--- config.mk ---
export PLATFORM = sky130hd
export DESIGN_NAME = ex_operand_stage
export DESIGN_NICKNAME = d
export VERILOG_FILES = /design/src/rtl/ex_operand_stage.sv
export SDC_FILE = /design/constraint.sdc
export NUM_CORES = 1
export LEC_CHECK = 0
export BUFFER_PORTS_ARGS = -buffer_cell sky130_fd_sc_hd__buf_2
export CELL_PAD_IN_SITES_DETAIL_PLACEMENT = 1
export CELL_PAD_IN_SITES_GLOBAL_PLACEMENT = 1
export CORE_AREA = 5 5 213 215
export DETAILED_ROUTE_END_ITERATION = 8
export DIE_AREA = 0 0 218 220
export GPL_TIMING_DRIVEN = 0
export PLACE_DENSITY_LB_ADDON = 0.05
export SLEW_MARGIN = 30
export SYNTH_ARGS = -nofsm -noshare
export SYNTH_HDL_FRONTEND = slang
export SYNTH_SLANG_ARGS = --single-unit
export TNS_END_PERCENT = 10
--- constraint.sdc ---
create_clock -name clk -period 5.2 [get_ports clk]
set_input_delay 0.26 -clock clk [delete_from_list [all_inputs] [get_ports clk]]
set_output_delay 0.26 -clock clk [all_outputs]
set_load 0.01 [all_outputs]
--- src/rtl/ex_operand_stage.sv ---
// ex_operand_stage: single-entry ID/EX register in front of the 64-bit ALU.
// Captures decoded operands, applies MEM/WB forwarding on accept, keeps
// snooping the forwarding buses while a held entry is stalled, and presents
// SrcA/SrcB/ALUCC to the ALU.
//
// Handshake: an upstream transfer happens on the rising edge where
// in_valid && in_ready; a downstream transfer happens on the rising edge where
// out_valid && out_ready. in_ready = !out_valid || out_ready, so a draining
// entry is replaced in the same cycle with no bubble. flush kills the held
// entry and any entry accepted in the same cycle; it does not affect in_ready.
module ex_operand_stage #(
  parameter int DATA_WIDTH     = 64,
  parameter int OPCODE_LENGTH  = 4,
  parameter int REG_ADDR_WIDTH = 5
) (
  input  logic                      clk,
  input  logic                      rst_n,
  input  logic                      flush,
  input  logic                      in_valid,
  output logic                      in_ready,
  input  logic [REG_ADDR_WIDTH-1:0] in_rs1_addr,
  input  logic [REG_ADDR_WIDTH-1:0] in_rs2_addr,
  input  logic [REG_ADDR_WIDTH-1:0] in_rd_addr,
  input  logic [DATA_WIDTH-1:0]     in_rs1_data,
  input  logic [DATA_WIDTH-1:0]     in_rs2_data,
  input  logic [DATA_WIDTH-1:0]     in_imm,
  input  logic                      in_alu_src,
  input  logic [OPCODE_LENGTH-1:0]  in_alucc,
  input  logic                      fwd_mem_valid,
  input  logic [REG_ADDR_WIDTH-1:0] fwd_mem_rd,
  input  logic [DATA_WIDTH-1:0]     fwd_mem_data,
  input  logic                      fwd_wb_valid,
  input  logic [REG_ADDR_WIDTH-1:0] fwd_wb_rd,
  input  logic [DATA_WIDTH-1:0]     fwd_wb_data,
  output logic                      out_valid,
  input  logic                      out_ready,
  output logic [DATA_WIDTH-1:0]     SrcA,
  output logic [DATA_WIDTH-1:0]     SrcB,
  output logic [OPCODE_LENGTH-1:0]  ALUCC,
  output logic [REG_ADDR_WIDTH-1:0] out_rd_addr,
  output logic [DATA_WIDTH-1:0]     out_store_data
);

  // Held entry
  logic                      r_valid;
  logic [REG_ADDR_WIDTH-1:0] r_rs1_addr;
  logic [REG_ADDR_WIDTH-1:0] r_rs2_addr;
  logic [REG_ADDR_WIDTH-1:0] r_rd_addr;
  logic [DATA_WIDTH-1:0]     r_a;
  logic [DATA_WIDTH-1:0]     r_rs2_val;
  logic [DATA_WIDTH-1:0]     r_imm;
  logic                      r_alu_src;
  logic [OPCODE_LENGTH-1:0]  r_alucc;

  logic                      w_accept;
  logic                      w_stall;
  logic [REG_ADDR_WIDTH-1:0] w_a_addr;
  logic [REG_ADDR_WIDTH-1:0] w_b_addr;
  logic [DATA_WIDTH-1:0]     w_a_data;
  logic [DATA_WIDTH-1:0]     w_b_data;
  logic [DATA_WIDTH-1:0]     w_a_next;
  logic [DATA_WIDTH-1:0]     w_b_next;

  // Forwarding: x0 never forwards; MEM is younger than WB so it wins.
  function automatic logic [DATA_WIDTH-1:0] fwd(
    input logic [REG_ADDR_WIDTH-1:0] addr,
    input logic [DATA_WIDTH-1:0]     regdata,
    input logic                      mem_v,
    input logic [REG_ADDR_WIDTH-1:0] mem_rd,
    input logic [DATA_WIDTH-1:0]     mem_d,
    input logic                      wb_v,
    input logic [REG_ADDR_WIDTH-1:0] wb_rd,
    input logic [DATA_WIDTH-1:0]     wb_d
  );
    logic [DATA_WIDTH-1:0] res;
    res = regdata;
    if (addr != '0) begin
      if (mem_v && (mem_rd == addr))     res = mem_d;
      else if (wb_v && (wb_rd == addr))  res = wb_d;
    end
    return res;
  endfunction

  assign in_ready = !r_valid || out_ready;
  assign w_accept = in_valid && in_ready;
  assign w_stall  = r_valid && !out_ready;

  // Forwarding source: incoming operands on accept, held operands otherwise
  always_comb begin
    w_a_addr = r_rs1_addr;
    w_b_addr = r_rs2_addr;
    w_a_data = r_a;
    w_b_data = r_rs2_val;
    if (w_accept) begin
      w_a_addr = in_rs1_addr;
      w_b_addr = in_rs2_addr;
      w_a_data = in_rs1_data;
      w_b_data = in_rs2_data;
    end
    w_a_next = fwd(w_a_addr, w_a_data, fwd_mem_valid, fwd_mem_rd, fwd_mem_data,
                   fwd_wb_valid, fwd_wb_rd, fwd_wb_data);
    w_b_next = fwd(w_b_addr, w_b_data, fwd_mem_valid, fwd_mem_rd, fwd_mem_data,
                   fwd_wb_valid, fwd_wb_rd, fwd_wb_data);
  end

  // Entry register: load on accept, snoop-repair operands while stalled
  always_ff @(posedge clk or negedge rst_n) begin
    if (!rst_n) begin
      r_valid    <= 1'b0;
      r_rs1_addr <= '0;
      r_rs2_addr <= '0;
      r_rd_addr  <= '0;
      r_a        <= '0;
      r_rs2_val  <= '0;
      r_imm      <= '0;
      r_alu_src  <= 1'b0;
      r_alucc    <= '0;
    end else begin
      if (flush)               r_valid <= 1'b0;
      else if (w_accept)       r_valid <= 1'b1;
      else if (r_valid && out_ready) r_valid <= 1'b0;

      if (w_accept) begin
        r_rs1_addr <= in_rs1_addr;
        r_rs2_addr <= in_rs2_addr;
        r_rd_addr  <= in_rd_addr;
        r_a        <= w_a_next;
        r_rs2_val  <= w_b_next;
        r_imm      <= in_imm;
        r_alu_src  <= in_alu_src;
        r_alucc    <= in_alucc;
      end else if (w_stall) begin
        r_a        <= w_a_next;
        r_rs2_val  <= w_b_next;
      end
    end
  end

  assign out_valid      = r_valid;
  assign SrcA           = r_a;
  assign SrcB           = r_alu_src ? r_imm : r_rs2_val;
  assign ALUCC          = r_alucc;
  assign out_rd_addr    = r_rd_addr;
  assign out_store_data = r_rs2_val;

endmodule

==> results of run 1 <==
metrics by stage:
step                cells  power (W)  TNS, ns  hold slack (ns)  utilization
detailed placement   2739    0.00457        0            0.294        0.397
finish               2934    0.00665        0           0.0273        0.448
global route         2929    0.00701        0           0.0141        0.448
CTS                  2915    0.00669        0         0.000304        0.447
floorplan            1584    0.00348        0          -0.0356            -
global placement     2735    0.00451  -124.62            0.414        0.394
state kept, by name, indices dropped and copies added, names as in the netlist:
| name | count |
|---|---|
| r_imm | 64 |
| r_rs1_addr | 5 |
| r_rs2_addr | 5 |
| out_valid | 1 |
| r_alu_src | 1 |
| SrcA | 64 |
| ALUCC | 4 |
| out_rd_addr | 5 |
| out_store_data | 64 |
critical path, stage by stage (launching register included):
cell      delay, ns
dfrtp_1        0.37
nor2b_4        0.13
buf_6          0.13
nor2_2         0.67
mux2i_1        0.48
xnor2_1        0.11
nor4_1         0.57
clkbuf_1       0.62
clkbuf_1       0.51
a21oi_1        0.15
a21oi_1        0.21
final cells by class:
type / instances / area, µm²
inverters: 14 / 57.6
well taps: 592 / 741
multi-input cells: 1216 / 7670
plain buffers: 141 / 599
diodes: 19 / 47.5
clock inverters: 5 / 25.0
flip-flops and latches: 213 / 5330
clock buffers: 48 / 927
repair buffers: 686 / 4110
fillers: 5322 / 24000
what timing repair did:
item | in CTS | in global routing
hold buffers | 123 | 0
endpoints found under the hold margin | 212 | 0
setup buffers | 0 | 0
metal layers:
metal / up-vias / routed length, µm / track usage
met5: - / 147 / 0
met4: 22 / 2500 / 0.0925
met3: 140 / 4830 / 0.0670
met2: 555 / 35200 / 0.492
met1: 7763 / 31100 / 0.372
li1: 7185 / - / -
power by group through the flow:
stage          clock (W)  combinational [W]  sequential, W
6_report         0.00201            0.00234        0.00230
5_1_grt          0.00213            0.00254        0.00234
4_1_cts          0.00206            0.00235        0.00229
3_5_place_dp           0            0.00226        0.00231
3_3_place_gp           0            0.00221        0.00230
2_1_floorplan          0            0.00115        0.00233
worst max path at each step:
| stage | startpoint | endpoint | slack, ns | cells past startpoint |
|---|---|---|---|---|
| after floorplan | out_valid$_DFFE_PN0P_ | SrcA[10]$_DFFE_PN0P_ | 2.43 | 10 |
| after global placement | rst_n | r_imm[24]$_DFFE_PN0N_ | -0.63 | 1 |
| after detailed placement | out_valid$_DFFE_PN0P_ | SrcA[59]$_DFFE_PN0P_ | 1.22 | 10 |
| after CTS | out_valid$_DFFE_PN0P_ | SrcA[39]$_DFFE_PN0P_ | 1.19 | 10 |
| after global routing | out_valid$_DFFE_PN0P_ | SrcA[59]$_DFFE_PN0P_ | 0.92 | 10 |
| final | out_valid$_DFFE_PN0P_ | SrcA[59]$_DFFE_PN0P_ | 1.14 | 10 |
cell usage in the layout, fill, tap and decap left out, drive strengths merged, types with 2 or more instances in the layout:
cell and instances:
a211oi 65, a21oi 139, a221o 64, a22oi 2, a31oi 2, and2 3
and3 7, buf 591, clkbuf 161, clkinv 6, dfrtp 213, diode 19
dlygate4sd3 123, inv 13, mux2 64, mux2i 135, nand2 227, nand2b 2
nand3 9, nand3b 2, nand4 2, nor2 262, nor3 68, o21ai 8
o22ai 66, o2bb2ai 64, or4 2, xnor2 5, xor2 8
logic make-up (layout without fill, tap and decap cells):
logic type,count (synthesis),in the layout,share of synthesized area
AND/OR/NAND/NOR,588,588,0.175
AO/OA/AOI/OAI,416,416,0.226
XOR/XNOR,13,13,0.00835
buffers and inverters,155,894,0.0479
flip-flops,213,213,0.391
multiplexers,199,199,0.152
other,0,19,0
==> reports/metrics.yaml, run 1 <==
status:
  outcome: "finished clean"
global_route:
  overflow: 0
  grt_max_degree: 75
  grt_antenna_before_repair: 30
  track_usage: 0.292
  grt_pass1_vias: 16726
  grt_pass1_wl_mm: 108
cts:
  cts_resized: 0
  cts_tree: "yes"
  htree_levels: 1
  cts_root_buf: "clkbuf_16"
  clkLatencyLatePin_ns: 0.57
  cts_buffers: 29
  cts_buffer_depth: 3
  cts.reportedPaths.clkPinSlew_ns: 0.06
  clock-sinks: 213
critical_path:
  r2r_start: "out_valid$_DFFE_PN0P_"
  endpoint_kind: "flip-flop"
  crit_path_max_fanout: 10
  critPathRequiredTime_ns: 5.67
  crit_path_start_kind: "flip-flop"
  worstReg2RegEnd: "SrcA[59]$_DFFE_PN0P_"
  rr_worst_depth: 10
  reg2reg_slack_ns: 1.14
  path_class: "reg2reg"
  arrival_ns: 4.53
timing:
  period_minus_slack_ns: 4.06
  maxSlewViolCount: 0
  worst_slack_ns: 1.14
  tightest_slew_ns: 0.969
  hold_violations: 0
  maxSlewHeadroom: 0.352
  min_period_over_period: 0.780
  clock_skew_ns: 0.0266
  grt_setup_unrepaired: "no"
  fmax_ghz: 0.247
  setup_violations: 0
synth:
  synth_edf_count: 0
  synth_area_um2: 13600
  yosysTopAreaCellShare: 0.391
  synthTopCellsByArea: "dfrtp_1, mux2i_1, nor2_1"
  synthArstFlopShare: 1.00
  yosys_warnings: 0
  ys_seq_elements: 213
  avgSynthCellArea_um2: 8.61
  synth_common_cells: "nor2_1, nand2_1, dfrtp_1"
  synth_fp_nets: 1941
  yosysSeqAreaShare: 0.391
  yosysMostFrequentCell: "nor2_1"
  synth_ff_type: "dfrtp_1"
  synthCells: 1584
  synth_cell_types: 44
  synth_top_area_cell: "dfrtp_1"
drt:
  ant_nets: 0
  routed_wl_mm: 73.8
  drtIter0Drc: 819
  firstDrtPassIters: 5
  drc_errors: 0
  wl_per_cell_um: 25.1
  vias: 15665
  via_per_inst: 5.34
floorplan:
  start_util: 0.313
  core_area_um2: 43500
  die_w_um: 218
  die_area_um2: 48000
  rows: 77
  ios: 560
  fp.dieH_um: 220
placement:
  dp_slack_ns: 1.22
  placed_area_um2: 17300
  place_hpwl_mm: 55.3
  gp_congestion: 0.872
  portBuffers: 559
power:
  p_sw_w: 0.00246
  seqPwrFrac: 0.346
  power_density_nw_per_um2: 341
  ir_drop_mv: 0.251
  p_int_w: 0.00419
  power_leakage_nw: 9.27
  clockPowerShare: 0.302
  pwr-share-comb: 0.352
  switching_share: 0.370
min_path:
  min-delay-start: "fwd_mem_data[16]"
  hold_end: "SrcA[16]$_DFFE_PN0P_"
  min_path_cells: 3
  min_path_type: "in2reg"
finish:
  area_growth_syn_to_layout_pct: 43.1
  fin_area_um2: 19500
  num-nets-final: 2658
  drive_gt1_frac: 0.320
run:
  cap_violations: 0
(Power assumes the default switching activity.)
==> run 2: changes to the inputs <==
--- a/config.mk
+++ b/config.mk
@@ -8,9 +8,9 @@
 export BUFFER_PORTS_ARGS = -buffer_cell sky130_fd_sc_hd__buf_2
 export CELL_PAD_IN_SITES_DETAIL_PLACEMENT = 1
 export CELL_PAD_IN_SITES_GLOBAL_PLACEMENT = 1
-export CORE_AREA = 5 5 213 215
+export CORE_MARGIN = 5
+export CORE_UTILIZATION = 32
 export DETAILED_ROUTE_END_ITERATION = 8
-export DIE_AREA = 0 0 218 220
 export GPL_TIMING_DRIVEN = 0
 export PLACE_DENSITY_LB_ADDON = 0.05
 export SLEW_MARGIN = 30
==> constraint.sdc (replaced) <==
create_clock -name clk -period 3.7 [get_ports clk]
set_input_delay 0.185 -clock clk [delete_from_list [all_inputs] [get_ports clk]]
set_output_delay 0.185 -clock clk [all_outputs]
set_load 0.01 [all_outputs]
==> run 2 against run 1 <==
Die area down 2.3%. Sequential cell count unchanged. Clock power up 60%. Combinational power up 50%. Critical endpoint is now out_store_data[57]$_DFFE_PN0P_. Largest power group unchanged. Highest routed layer unchanged.
==> reports/metrics.yaml, run 2 (synthesis results as in run 1) <==
floorplan:
  rows: 75  # -2.6%
  core_area_um2: 42000  # -3.5%
  start_util: 0.324  # +0.0112
  ios: 560  # unchanged
  fp.dieH_um: 216  # -1.6%
  die_area_um2: 46800  # -2.3%
  die_w_um: 216  # -0.73%
critical_path:
  endpoint_kind: "flip-flop"
  reg2reg_slack_ns: 0.02  # -1.12 ns
  crit_path_start_kind: "flip-flop"
  crit_path_max_fanout: 10  # unchanged
  crit_chain: "nor2b_4, buf_6, nor2_4, mux2i_1, a211oi_1, nand3b_1, and2_1, buf_1, clkbuf_1, a211oi_1"
  path_class: "reg2reg"
  startpoint: "out_valid$_DFFE_PN0P_"
  worstReg2RegEnd: "out_store_data[57]$_DFFE_PN0P_"
  r2r_start: "out_valid$_DFFE_PN0P_"
  critPathRequiredTime_ns: 4.09  # -1.58 ns
  crit_path_frequent_cell: "a211oi_1"
  cp-endpoint: "out_store_data[57]$_DFFE_PN0P_"
  arrival_ns: 4.07  # -0.46 ns
  cp_slowest_cell: "buf_1"
  critical_path.max_stage_delay_ns: 0.69  # +0.02 ns
  rr_worst_depth: 10  # unchanged
cts:
  cts_root_buf: "clkbuf_16"
  clock-sinks: 213  # unchanged
  cts_buffers: 29  # unchanged
  cts_buffer_depth: 3  # unchanged
  cts_tree: "yes"
  htree_levels: 1  # unchanged
  cts.reportedPaths.clkPinSlew_ns: 0.06  # about the same
  clkLatencyLatePin_ns: 0.59  # +0.02 ns
placement:
  place_hpwl_mm: 55.5  # +0.42%
  portBuffers: 559  # unchanged
  place_inst: 2686  # -1.9%
  gp_congestion: 0.875  # +0.44%
drt:
  wl_per_cell_um: 25.6  # +1.9%
  via_per_inst: 5.48  # +2.6%
  vias: 16631  # +6.2%
  drtIter0Drc: 1084  # +32%
  ant_nets: 0  # unchanged
  drc_errors: 0  # unchanged
  routed_wl_mm: 77.7  # +5.4%
  firstDrtPassIters: 5  # unchanged
min_path:
  min_path_type: "in2reg"
timing:
  hold_violations: 0  # unchanged
  min_period_over_period: 0.994  # +0.214
  maxSlewHeadroom: 0.381  # +0.0286
  grt_setup_unrepaired: "yes"
  tightest_slew_ns: 0.929  # -0.0401 ns
  period_minus_slack_ns: 3.68  # -0.377 ns
  fin_hold_ws_ns: 0.0226  # -0.00464 ns
  setup_violations: 0  # unchanged
  fmax_ghz: 0.272  # +10%
  clock_skew_ns: 0.0411  # +0.0144 ns
  maxSlewViolCount: 0  # unchanged
global_route:
  track_usage: 0.316  # +0.0242
  overflow: 0  # unchanged
  grt_pass1_wl_mm: 116  # +7.4%
  grt_pass1_vias: 18462  # +10%
  grt_antenna_before_repair: 15  # -50%
  grt_max_degree: 75  # unchanged
power:
  ir_drop_mv: 0.329  # +31%
  switching_share: 0.362  # -0.00753
  clockPowerShare: 0.322  # +0.020
  power_leakage_nw: 10.0  # +8.1%
  pwr-share-comb: 0.353  # about the same
  seqPwrFrac: 0.324  # -0.022
  p_int_w: 0.00634  # +51%
  power_density_nw_per_um2: 469  # +37%
  p_sw_w: 0.00360  # +47%
finish:
  mostFrequentLayoutCells: "buf_2, dlygate4sd3_1, nor2_1"
  mostFrequentLayoutCell: "buf_2"
  num-nets-final: 2820  # +6.1%
  area_growth_syn_to_layout_pct: 55.6
  drive_gt1_frac: 0.302  # -0.0179
  final_cell_count_no_fill: 3035  # +3.4%
status:
  outcome: "finished clean"
run:
  cap_violations: 0  # unchanged
==> run 2: cell types whose count changed in the layout (fill, tap and decap cells not counted), moves of 3 or more <==
cell	previous run	this run
clkbuf_8	13	10
diode_2	19	12
clkbuf_1	116	109
bufinv_16	0	6
dlygate4sd3_1	123	285
==> run 2: power by group through the flow <==
stage | Sequential [W] | Combinational (W) | Clock (W)
floorplan | 0.00328 | 0.00161 | 0
global placement | 0.00323 | 0.00313 | 0
detailed placement | 0.00324 | 0.00321 | 0
CTS | 0.00321 | 0.00348 | 0.00326
global route | 0.00327 | 0.00377 | 0.00335
finish | 0.00323 | 0.00351 | 0.00321
==> run 2: worst min path at each step <==
stage                          startpoint               endpoint  slack [ns]  depth (start not counted)
after floorplan                     rst_n   ALUCC[0]$_DFFE_PN0N_       -0.11                          0
after global placement              flush  out_valid$_DFFE_PN0P_        0.34                          2
after detailed placement            rst_n  r_imm[57]$_DFFE_PN0N_        0.01                          1
after CTS                 in_rs1_data[12]   SrcA[12]$_DFFE_PN0P_       0.001                          4
after global routing      in_rs1_data[12]   SrcA[12]$_DFFE_PN0P_        0.04                          4
final                     in_rs1_data[12]   SrcA[12]$_DFFE_PN0P_        0.02                          4
==> run 2: final cells by class <==
type                       count  area (µm²)
inverter                      14        57.6
buffer                       140         597
timing repair buffer         849        5760
antenna                       12        30.0
tap                          539         674
clock inverter                12         216
sequential                   213        5330
fill                        5015       20800
clock buffer                  40         857
multi-input combinational   1216        7690
==> run 2: what timing repair did <==
action,CTS,global route
gates cloned,0,0
hold buffers,285,0
endpoints found under the hold margin,286,0
endpoints found under the setup margin,184,124
buffers inserted,0,0
gates resized for setup,2,5
==> run 2: per-layer routing <==
| layer | track usage | vias up | part of all wire |
|---|---|---|---|
| met5 | 0 | - | 0.00037 |
| met4 | 0.130 | 4 | 0.047 |
| met3 | 0.0572 | 177 | 0.057 |
| met2 | 0.542 | 669 | 0.48 |
| met1 | 0.394 | 8292 | 0.42 |
| li1 | - | 7489 | - |
==> run 2: stage by stage <==
stage / TNS, ns / cell area [µm²] / util / power [W] / setup WS [ns]
5_1_grt: -3.80 / 21200 / 0.505 / 0.0104 / -0.137
6_report: 0 / 21200 / 0.505 / 0.00994 / 0.0216
3_3_place_gp: -512.43 / 17100 / 0.407 / 0.00635 / -2.02
2_1_floorplan: 0 / 13600 / - / 0.00489 / 0.929
4_1_cts: 0 / 21200 / 0.503 / 0.00995 / 0.117
3_5_place_dp: -21.66 / 17200 / 0.410 / 0.00645 / -0.256
==> run 2: worst max-delay path: cells and delay by family, from the launching register on <==
kind                   cells  cell delay, ns
buffers and inverters      3            1.36
AO/OA/AOI/OAI              2            0.41
flip-flops                 1            0.37
AND/OR/NAND/NOR            4            0.76
multiplexers               1            0.56
